`src/rtl/gambit_mem_pkg.sv`:
```
// Shared types and helpers for the gambit memory access unit.
// AMSB may be overridden with +define+AMSB=<n>; defaults to a 32-bit address bus.
`ifndef AMSB
`define AMSB 31
`endif

package gambit_mem_pkg;

    localparam int AMSB_DEF = `AMSB;

    typedef enum logic [1:0] {IDLE, BUS1, BUS2, DONE} state_e;

    localparam logic [1:0] SZ_B = 2'b00;
    localparam logic [1:0] SZ_H = 2'b01;
    localparam logic [1:0] SZ_W = 2'b10;
    localparam logic [1:0] SZ_D = 2'b11;

    function automatic logic [7:0] sz_mask(input logic [1:0] sz);
        case (sz)
            SZ_B:    return 8'h01;
            SZ_H:    return 8'h03;
            SZ_W:    return 8'h0F;
            default: return 8'hFF;
        endcase
    endfunction

    // 4 bits hold the worst case 7 + 8
    function automatic logic is_split(input logic [2:0] ofs, input logic [1:0] sz);
        return ({1'b0, ofs} + (4'd1 << sz)) > 4'd8;
    endfunction

endpackage

```
`src/rtl/gambit_mem_if.sv`:
```
// Request/result and Wishbone-style bus signals of the memory access unit.
// master is the access unit; slave is the requester plus bus side.
interface gambit_mem_if #(parameter int AMSB = gambit_mem_pkg::AMSB_DEF);
    logic            req_i;
    logic            idle_o;
    logic            we_i;
    logic [1:0]      sz_i;
    logic            sx_i;
    logic            wrap_i;
    logic [AMSB:0]   ma_i;
    logic [63:0]     dat_i;
    logic            cyc_o;
    logic            stb_o;
    logic            we_o;
    logic [7:0]      sel_o;
    logic [AMSB:0]   adr_o;
    logic [63:0]     bdat_o;
    logic            ack_i;
    logic            err_i;
    logic [63:0]     bdat_i;
    logic            res_v_o;
    logic [63:0]     res_o;
    logic            err_o;

    modport master (
        input  req_i, we_i, sz_i, sx_i, wrap_i, ma_i, dat_i, ack_i, err_i, bdat_i,
        output idle_o, cyc_o, stb_o, we_o, sel_o, adr_o, bdat_o, res_v_o, res_o, err_o
    );

    modport slave (
        output req_i, we_i, sz_i, sx_i, wrap_i, ma_i, dat_i, ack_i, err_i, bdat_i,
        input  idle_o, cyc_o, stb_o, we_o, sel_o, adr_o, bdat_o, res_v_o, res_o, err_o
    );
endinterface

```
`src/rtl/gambit_mem_align.sv`:
```
// Combinational lane steering: store data/sel per bus part, load merge and extend.
module gambit_mem_align
    import gambit_mem_pkg::*;
(
    input  logic [2:0]  ofs,
    input  logic [1:0]  sz,
    input  logic        sx,
    input  logic        part,
    input  logic [63:0] dat,
    input  logic [63:0] lo,
    input  logic [63:0] hi,
    output logic [7:0]  sel,
    output logic [63:0] wdat,
    output logic [63:0] res
);
    logic [15:0]  m16;
    logic [127:0] w128;
    logic [127:0] r128;
    logic [63:0]  raw;

    // The upper half of each double-width shift is what spills into the second part
    always_comb begin
        m16  = {8'h00, sz_mask(sz)} << ofs;
        w128 = {64'h0, dat} << {ofs, 3'b000};
        r128 = {hi, lo} >> {ofs, 3'b000};
        raw  = r128[63:0];
        sel  = part ? m16[15:8] : m16[7:0];
        wdat = part ? w128[127:64] : w128[63:0];
        case (sz)
            SZ_B:    res = {{56{sx & raw[7]}},  raw[7:0]};
            SZ_H:    res = {{48{sx & raw[15]}}, raw[15:0]};
            SZ_W:    res = {{32{sx & raw[31]}}, raw[31:0]};
            default: res = raw;
        endcase
    end
endmodule

```
`src/rtl/gambit_mem_access.sv`:
```
// Load/store unit: one request becomes one or two 64-bit bus cycles.
// Optional bus timeout enabled by defining GAMBIT_MEM_TMO_EN (limit TMO_CYC).
module gambit_mem_access
    import gambit_mem_pkg::*;
#(
    parameter int AMSB = AMSB_DEF
`ifdef GAMBIT_MEM_TMO_EN
    , parameter int TMO_CYC = 255
`endif
) (
    input  logic         clk_i,
    input  logic         rst_ni,
    gambit_mem_if.master m
);
    state_e        state;
    logic          we_q;
    logic [1:0]    sz_q;
    logic          sx_q;
    logic          wrap_q;
    logic          split_q;
    logic [2:0]    ofs_q;
    logic [63:0]   dat_q;
    logic [63:0]   rd_lo;
    logic [AMSB:0] adr_nxt;
    logic          in_idle;
    logic [7:0]    al_sel;
    logic [63:0]   al_wdat;
    logic [63:0]   al_res;
`ifdef GAMBIT_MEM_TMO_EN
    logic [8:0]    cnt;
`endif

    assign in_idle = (state == IDLE);
    assign adr_nxt = wrap_q ? {m.adr_o[AMSB:8], m.adr_o[7:0] + 8'd8}
                            : m.adr_o + (AMSB+1)'(8);

    // In IDLE the aligner sees live request inputs so BUS1 outputs can be registered directly
    gambit_mem_align u_align (
        .ofs  (in_idle ? m.ma_i[2:0] : ofs_q),
        .sz   (in_idle ? m.sz_i : sz_q),
        .sx   (sx_q),
        .part (!in_idle),
        .dat  (in_idle ? m.dat_i : dat_q),
        .lo   ((state == BUS2) ? rd_lo : m.bdat_i),
        .hi   (m.bdat_i),
        .sel  (al_sel),
        .wdat (al_wdat),
        .res  (al_res)
    );

    always_ff @(posedge clk_i or negedge rst_ni) begin
        if (!rst_ni) begin
            state   <= IDLE;
            m.idle_o  <= 1'b1;
            m.cyc_o   <= 1'b0;
            m.stb_o   <= 1'b0;
            m.we_o    <= 1'b0;
            m.sel_o   <= '0;
            m.adr_o   <= '0;
            m.bdat_o  <= '0;
            m.res_v_o <= 1'b0;
            m.res_o   <= '0;
            m.err_o   <= 1'b0;
            we_q    <= 1'b0;
            sz_q    <= '0;
            sx_q    <= 1'b0;
            wrap_q  <= 1'b0;
            split_q <= 1'b0;
            ofs_q   <= '0;
            dat_q   <= '0;
            rd_lo   <= '0;
`ifdef GAMBIT_MEM_TMO_EN
            cnt     <= '0;
`endif
        end else begin
            m.res_v_o <= 1'b0;
            case (state)
                IDLE: begin
                    if (m.req_i) begin
                        state   <= BUS1;
                        we_q    <= m.we_i;
                        sz_q    <= m.sz_i;
                        sx_q    <= m.sx_i;
                        wrap_q  <= m.wrap_i;
                        split_q <= is_split(m.ma_i[2:0], m.sz_i);
                        ofs_q   <= m.ma_i[2:0];
                        dat_q   <= m.dat_i;
                        m.idle_o <= 1'b0;
                        m.cyc_o  <= 1'b1;
                        m.stb_o  <= 1'b1;
                        m.we_o   <= m.we_i;
                        m.adr_o  <= {m.ma_i[AMSB:3], 3'b000};
                        m.sel_o  <= al_sel;
                        m.bdat_o <= m.we_i ? al_wdat : 64'h0;
`ifdef GAMBIT_MEM_TMO_EN
                        cnt     <= '0;
`endif
                    end
                end
                BUS1, BUS2: begin
                    if (m.err_i || (m.stb_o && m.ack_i && !(state == BUS1 && split_q))) begin
                        state     <= DONE;
                        m.cyc_o   <= 1'b0;
                        m.stb_o   <= 1'b0;
                        m.we_o    <= 1'b0;
                        m.sel_o   <= '0;
                        m.bdat_o  <= '0;
                        m.res_v_o <= 1'b1;
                        m.err_o   <= m.err_i;
                        m.res_o   <= (m.err_i || we_q) ? 64'h0 : al_res;
                    end else if (m.stb_o && m.ack_i) begin
                        // First half of a split access; stb drops for one cycle
                        state    <= BUS2;
                        rd_lo    <= m.bdat_i;
                        m.stb_o  <= 1'b0;
                        m.adr_o  <= adr_nxt;
                        m.sel_o  <= al_sel;
                        m.bdat_o <= we_q ? al_wdat : 64'h0;
`ifdef GAMBIT_MEM_TMO_EN
                        cnt      <= '0;
`endif
                    end else if (!m.stb_o) begin
                        m.stb_o <= 1'b1;
                    end
`ifdef GAMBIT_MEM_TMO_EN
                    else if (cnt == 9'(TMO_CYC - 1)) begin
                        state     <= DONE;
                        m.cyc_o   <= 1'b0;
                        m.stb_o   <= 1'b0;
                        m.we_o    <= 1'b0;
                        m.sel_o   <= '0;
                        m.bdat_o  <= '0;
                        m.res_v_o <= 1'b1;
                        m.err_o   <= 1'b1;
                        m.res_o   <= 64'h0;
                    end else begin
                        cnt <= cnt + 9'd1;
                    end
`endif
                end
                DONE: begin
                    state    <= IDLE;
                    m.idle_o <= 1'b1;
                    m.err_o  <= 1'b0;
                end
                default: state <= IDLE;
            endcase
        end
    end
endmodule

```
`src/flat_wrapper.sv`:
```
// flat-port wrapper written by rule: the top's interface ports become plain ports
module gambit_mem_access_flat import gambit_mem_pkg::*;
#(
    parameter int AMSB = AMSB_DEF

)
  (clk_i, rst_ni, m_req_i, m_we_i, m_sz_i, m_sx_i, m_wrap_i, m_ma_i, m_dat_i, m_ack_i, m_err_i, m_bdat_i, m_idle_o, m_cyc_o, m_stb_o, m_we_o, m_sel_o, m_adr_o, m_bdat_o, m_res_v_o, m_res_o, m_err_o);
  gambit_mem_if #(.AMSB(AMSB)) m_i ();
  input  logic clk_i;
  input  logic rst_ni;
  input wire logic [$bits(m_i.req_i)-1:0] m_req_i;
  input wire logic [$bits(m_i.we_i)-1:0] m_we_i;
  input wire logic [$bits(m_i.sz_i)-1:0] m_sz_i;
  input wire logic [$bits(m_i.sx_i)-1:0] m_sx_i;
  input wire logic [$bits(m_i.wrap_i)-1:0] m_wrap_i;
  input wire logic [$bits(m_i.ma_i)-1:0] m_ma_i;
  input wire logic [$bits(m_i.dat_i)-1:0] m_dat_i;
  input wire logic [$bits(m_i.ack_i)-1:0] m_ack_i;
  input wire logic [$bits(m_i.err_i)-1:0] m_err_i;
  input wire logic [$bits(m_i.bdat_i)-1:0] m_bdat_i;
  output wire logic [$bits(m_i.idle_o)-1:0] m_idle_o;
  output wire logic [$bits(m_i.cyc_o)-1:0] m_cyc_o;
  output wire logic [$bits(m_i.stb_o)-1:0] m_stb_o;
  output wire logic [$bits(m_i.we_o)-1:0] m_we_o;
  output wire logic [$bits(m_i.sel_o)-1:0] m_sel_o;
  output wire logic [$bits(m_i.adr_o)-1:0] m_adr_o;
  output wire logic [$bits(m_i.bdat_o)-1:0] m_bdat_o;
  output wire logic [$bits(m_i.res_v_o)-1:0] m_res_v_o;
  output wire logic [$bits(m_i.res_o)-1:0] m_res_o;
  output wire logic [$bits(m_i.err_o)-1:0] m_err_o;
  assign m_i.req_i = m_req_i;
  assign m_i.we_i = m_we_i;
  assign m_i.sz_i = m_sz_i;
  assign m_i.sx_i = m_sx_i;
  assign m_i.wrap_i = m_wrap_i;
  assign m_i.ma_i = m_ma_i;
  assign m_i.dat_i = m_dat_i;
  assign m_i.ack_i = m_ack_i;
  assign m_i.err_i = m_err_i;
  assign m_i.bdat_i = m_bdat_i;
  assign m_idle_o = m_i.idle_o;
  assign m_cyc_o = m_i.cyc_o;
  assign m_stb_o = m_i.stb_o;
  assign m_we_o = m_i.we_o;
  assign m_sel_o = m_i.sel_o;
  assign m_adr_o = m_i.adr_o;
  assign m_bdat_o = m_i.bdat_o;
  assign m_res_v_o = m_i.res_v_o;
  assign m_res_o = m_i.res_o;
  assign m_err_o = m_i.err_o;
  gambit_mem_access #(.AMSB(AMSB)) u_core (.clk_i(clk_i), .rst_ni(rst_ni), .m(m_i));
endmodule
```
`config.mk`:
```
export PLATFORM = sky130hd
export DESIGN_NAME = gambit_mem_access_flat
export DESIGN_NICKNAME = d
export VERILOG_FILES = /design/src/rtl/gambit_mem_pkg.sv /design/src/rtl/gambit_mem_if.sv /design/src/rtl/gambit_mem_align.sv /design/src/rtl/gambit_mem_access.sv /design/src/flat_wrapper.sv
export SDC_FILE = /design/constraint.sdc
export NUM_CORES = 1
export LEC_CHECK = 0
export BUFFER_PORTS_ARGS = -buffer_cell sky130_fd_sc_hd__buf_2
export CAP_MARGIN = 40
export CORE_MARGIN = 3
export CORE_UTILIZATION = 45
export DETAILED_ROUTE_END_ITERATION = 10
export PLACE_DENSITY_LB_ADDON = 0.3
export SYNTH_ARGS = -nofsm -noshare
export SYNTH_HDL_FRONTEND = slang
export SYNTH_SLANG_ARGS = --single-unit
```
`constraint.sdc`:
```
create_clock -name clk_i -period 2.9 [get_ports clk_i]
set_input_delay 0.145 -clock clk_i [delete_from_list [all_inputs] [get_ports clk_i]]
set_output_delay 0.145 -clock clk_i [all_outputs]
set_load 0.05 [all_outputs]
```
==> flow_metrics.py <==
metrics = {
    "clock_tree": {
        "cts_buffers": 37,
        "cts-root-buf": "clkbuf_16",
        "clockBufferDepth": 3,
        "clock-sinks": 303,
        "clock_latency_ns": 0.57,
        "cts_tree": "built",
        "cts_max_level": 2,
        "cts.clk_slew.worst_paths_ns": 0.06,
    },
    "global_routing": {
        "grt_overflow": 0,
        "grt_pass1_wl_um": 123000,
        "antenna_found_initial": 6,
        "grt_use_total": 0.343,
        "grt_pass1_vias": 19200,
        "grt_max_degree": 98,
    },
    "setup_path": {
        "cp_top_family": "compound AO/OA/AOI/OAI gates",
        "cp-start-kind": "flop",
        "path_max_fanout": 8,
        "path_cells": "inv_2 -> ha_4 -> mux2_4 -> mux4_2 -> a222oi_1 -> a21o_2 -> a41oi_4 -> clkbuf_16 -> a22o_1",
        "crit_path_end_kind": "flop",
        "path_buf_inv": 2,
        "crit_slowest_cell": "a222oi_1",
        "required_ns": 3.34,
        "r2r_slack_ns": -0.10,
        "worstPathArrival_ns": 3.44,
        "criticalPathCategory": "reg2reg",
        "max_stage_delay_ns": 0.48,
    },
    "status": {
        "violations": "negative setup slack",
        "status": "finished with violations",
    },
    "power_and_ir_drop": {
        "pwr-share-seq": 0.212,
        "pwr-share-comb": 0.646,
        "ir_worst_vdd_v": 0.000752,
        "leakage_nw": 12.0,
        "power.internal_mw": 16.5,
        "power_mw": 34.0,
        "p_per_area_mw_per_mm2": 1310,
        "clockPowerShare": 0.142,
        "p_sw_frac": 0.515,
        "switchingPower_mw": 17.5,
    },
    "floorplanning": {
        "num_io_pins": 344,
        "dieWidth_um": 215,
        "start_util": 0.457,
        "coreArea_mm2": 0.0432,
        "die_area_mm2": 0.0464,
        "num_rows": 76,
        "die_y_um": 215,
    },
    "placement": {
        "dp_hpwl_um": 59400,
        "gp_congestion": 1.07,
        "io_buffers": 340,
    },
    "sta": {
        "clock_skew_ns": 0.0227,
        "tightest_slew_ns": 0.745,
        "hold_viol": 0,
        "setup_viol": 46,
        "finalCriticalPeriod_ns": 3.00,
        "slew_violations": 0,
        "fmax_ghz": 0.333,
        "min_period_over_period": 1.03,
        "whs_ns": 0.0298,
        "rsz0062_at_grt": "yes",
        "worst_slack_ns": -0.101,
        "slew_headroom": 0.504,
    },
    "cells_and_area": {
        "post-route-util": 0.601,
        "drive_gt1_frac": 0.298,
        "syn2layout_area_growth_pct": 31.5,
        "fillCellCount": 3742,
        "final_common_cell": "buf_2",
        "layout_common_cells": "340 x buf_2, 321 x nand2_1, 302 x dfrtp_1, 181 x mux2_2, 164 x a21oi_1",
        "fin_nets": 2810,
    },
    "detailed_routing": {
        "wire_per_inst_um": 25.9,
        "drc": 0,
        "dr.pass1.iters": 7,
        "via_per_inst": 6.33,
        "ant_nets": 0,
        "vias": 20500,
        "drt_wl_total_um": 84100,
        "drtIter0Drc": 2786,
    },
    "job": {
        "maxCapViolations": 0,
    },
    "yosys": {
        "synth_cell_types": 68,
        "ys_seq_area_frac": 0.384,
        "avgSynthCellArea_um2": 9.29,
        "synth_edf_count": 0,
        "ys_warn_count": 0,
        "async_flop_share": 1.00,
        "netlist_area_mm2": 0.0197,
        "synthCells": 2125,
        "synth-main-ff-cell": "dfrtp_1",
        "ys_ff_latch": 303,
    },
    "min_path": {
        "hold_path_class": "in2reg",
    },
}
## cells in the mapped netlist, drive strengths merged (3+ instances only)
| master | count | area, um^2 |
|---|---|---|
| o311ai | 3 | 26.3 |
| a221oi | 9 | 78.8 |
| clkbuf | 126 | 473 |
| nor3 | 13 | 65.1 |
| o211ai | 38 | 285 |
| dfrtp | 302 | 7560 |
| mux2i | 120 | 1200 |
| buf | 67 | 345 |
| or3 | 8 | 50.1 |
| a311o | 14 | 140 |
| nand2 | 325 | 1220 |
| a211oi | 45 | 338 |
| a211o | 8 | 70.1 |
| a21oi | 165 | 830 |
| nor2 | 109 | 409 |
| o21ai | 95 | 475 |
| o21a | 3 | 22.5 |
| nor2b | 31 | 194 |
| ha | 8 | 100 |
| o31ai | 14 | 105 |
| a2bb2oi | 7 | 61.3 |
| nor4 | 6 | 37.5 |
| mux4 | 31 | 698 |
| a32oi | 5 | 43.8 |
| a311oi | 4 | 35.0 |
| a21o | 8 | 61.3 |
| o22ai | 18 | 113 |
| nand3 | 86 | 430 |
| nand4 | 5 | 31.3 |
| a221o | 36 | 360 |
| a22o | 58 | 508 |
| a32o | 18 | 180 |
| mux2 | 183 | 2060 |
| and3 | 33 | 206 |
| a22oi | 23 | 173 |
| o311a | 8 | 80.1 |
| o221ai | 13 | 114 |
| and2 | 6 | 37.5 |
| inv | 17 | 63.8 |
| nand2b | 22 | 138 |
| a31oi | 7 | 43.8 |
## worst min-delay path, cell delays in order
cell	delay, ns
buf_2	0.09
or3_1	0.09
o21ai_0	0.07
a21oi_1	0.14
## metal layers
metal / track usage / vias to the layer above / share of wire
met5: 0 / - / 0.00032
met4: 0.0983 / 4 / 0.034
met3: 0.0741 / 191 / 0.12
met2: 0.488 / 1409 / 0.41
met1: 0.523 / 9986 / 0.44
li1: - / 8938 / -
## worst paths after layout
path | start | end | cells after the start
hold reg to reg | u_core.m.sel_o[4] | u_core.m.sel_o[4] | 2
setup reg to reg | u_core.state[0] | u_core.m.res_o[61] | 9
setup / recovery | u_core.state[0] | u_core.m.res_o[61] | 9
min in group asynchronous | rst_ni | u_core.m.adr_o[5] | 2
max in group asynchronous | rst_ni | u_core.dat_q[52] | 3
hold / removal | m_ma_i[7] | u_core.m.adr_o[7] | 4
## registers in the layout, indices dropped and copies added (netlist names), 2 cells and up
name and count:
u_core.m.bdat_o 64, u_core.m.sel_o 8, u_core.dat_q 57, u_core.rd_lo 64
u_core.ofs_q 3, u_core.state 2, u_core.m.res_o 64, u_core.m.adr_o 29
u_core.sz_q 2
## repair_timing
item / CTS / global route
hold buffers: 163 / 0
endpoints found under the hold margin: 275 / 0
pin swaps: 2 / 7
setup buffers: 1 / 9
setup endpoints to repair: 54 / 84
gates resized for setup: 1 / 12
gates cloned: 0 / 7
## power by group through the flow
| stage | registers (mW) | logic [mW] | clock network [mW] |
|---|---|---|---|
| final | 7.20 | 22.0 | 4.84 |
| after global routing | 7.35 | 23.1 | 5.03 |
| after CTS | 7.12 | 20.9 | 4.87 |
| after detailed placement | 7.17 | 20.6 | 0 |
| after global placement | 7.09 | 20.4 | 0 |
| after floorplan | 9.48 | 11.2 | 0 |
## cell families (layout without fill, tap and decap cells)
group	after synthesis	in the layout	synth area share
adders and majority gates	10	10	0.00659
buffers and inverters	212	740	0.0451
muxes	334	334	0.201
and+or+nand+nor	652	652	0.146
DFF	303	303	0.384
AOI/OAI and AO/OA	611	611	0.216
xor gates and xnor gates	2	2	0.000888
other	1	7	0.000190
## layout make-up
class,count,area (um^2),area share
tap,585,732,0.0282
clock buffer,51,1090,0.0420
sequential,303,7580,0.292
inverter,19,71.3,0.00275
antenna,4,10.0,0.000386
timing repair buffer,658,4940,0.190
clock inverter,12,143,0.00550
multi-input combinational,1612,11400,0.439
## metrics by stage
stage / setup slack [ns] / TNS, ns / cells / cell area [um^2]
floorplan: 0.0847 / 0 / 2127 / 19700
global placement: 0.0189 / 0 / 2994 / 22800
detailed placement: -0.0647 / -1.95 / 2997 / 22800
CTS: 0.0110 / 0 / 3224 / 25600
global route: -0.0952 / -3.26 / 3243 / 26000
finish: -0.101 / -2.69 / 3244 / 26000
Power figures use the tool's default switching activity.
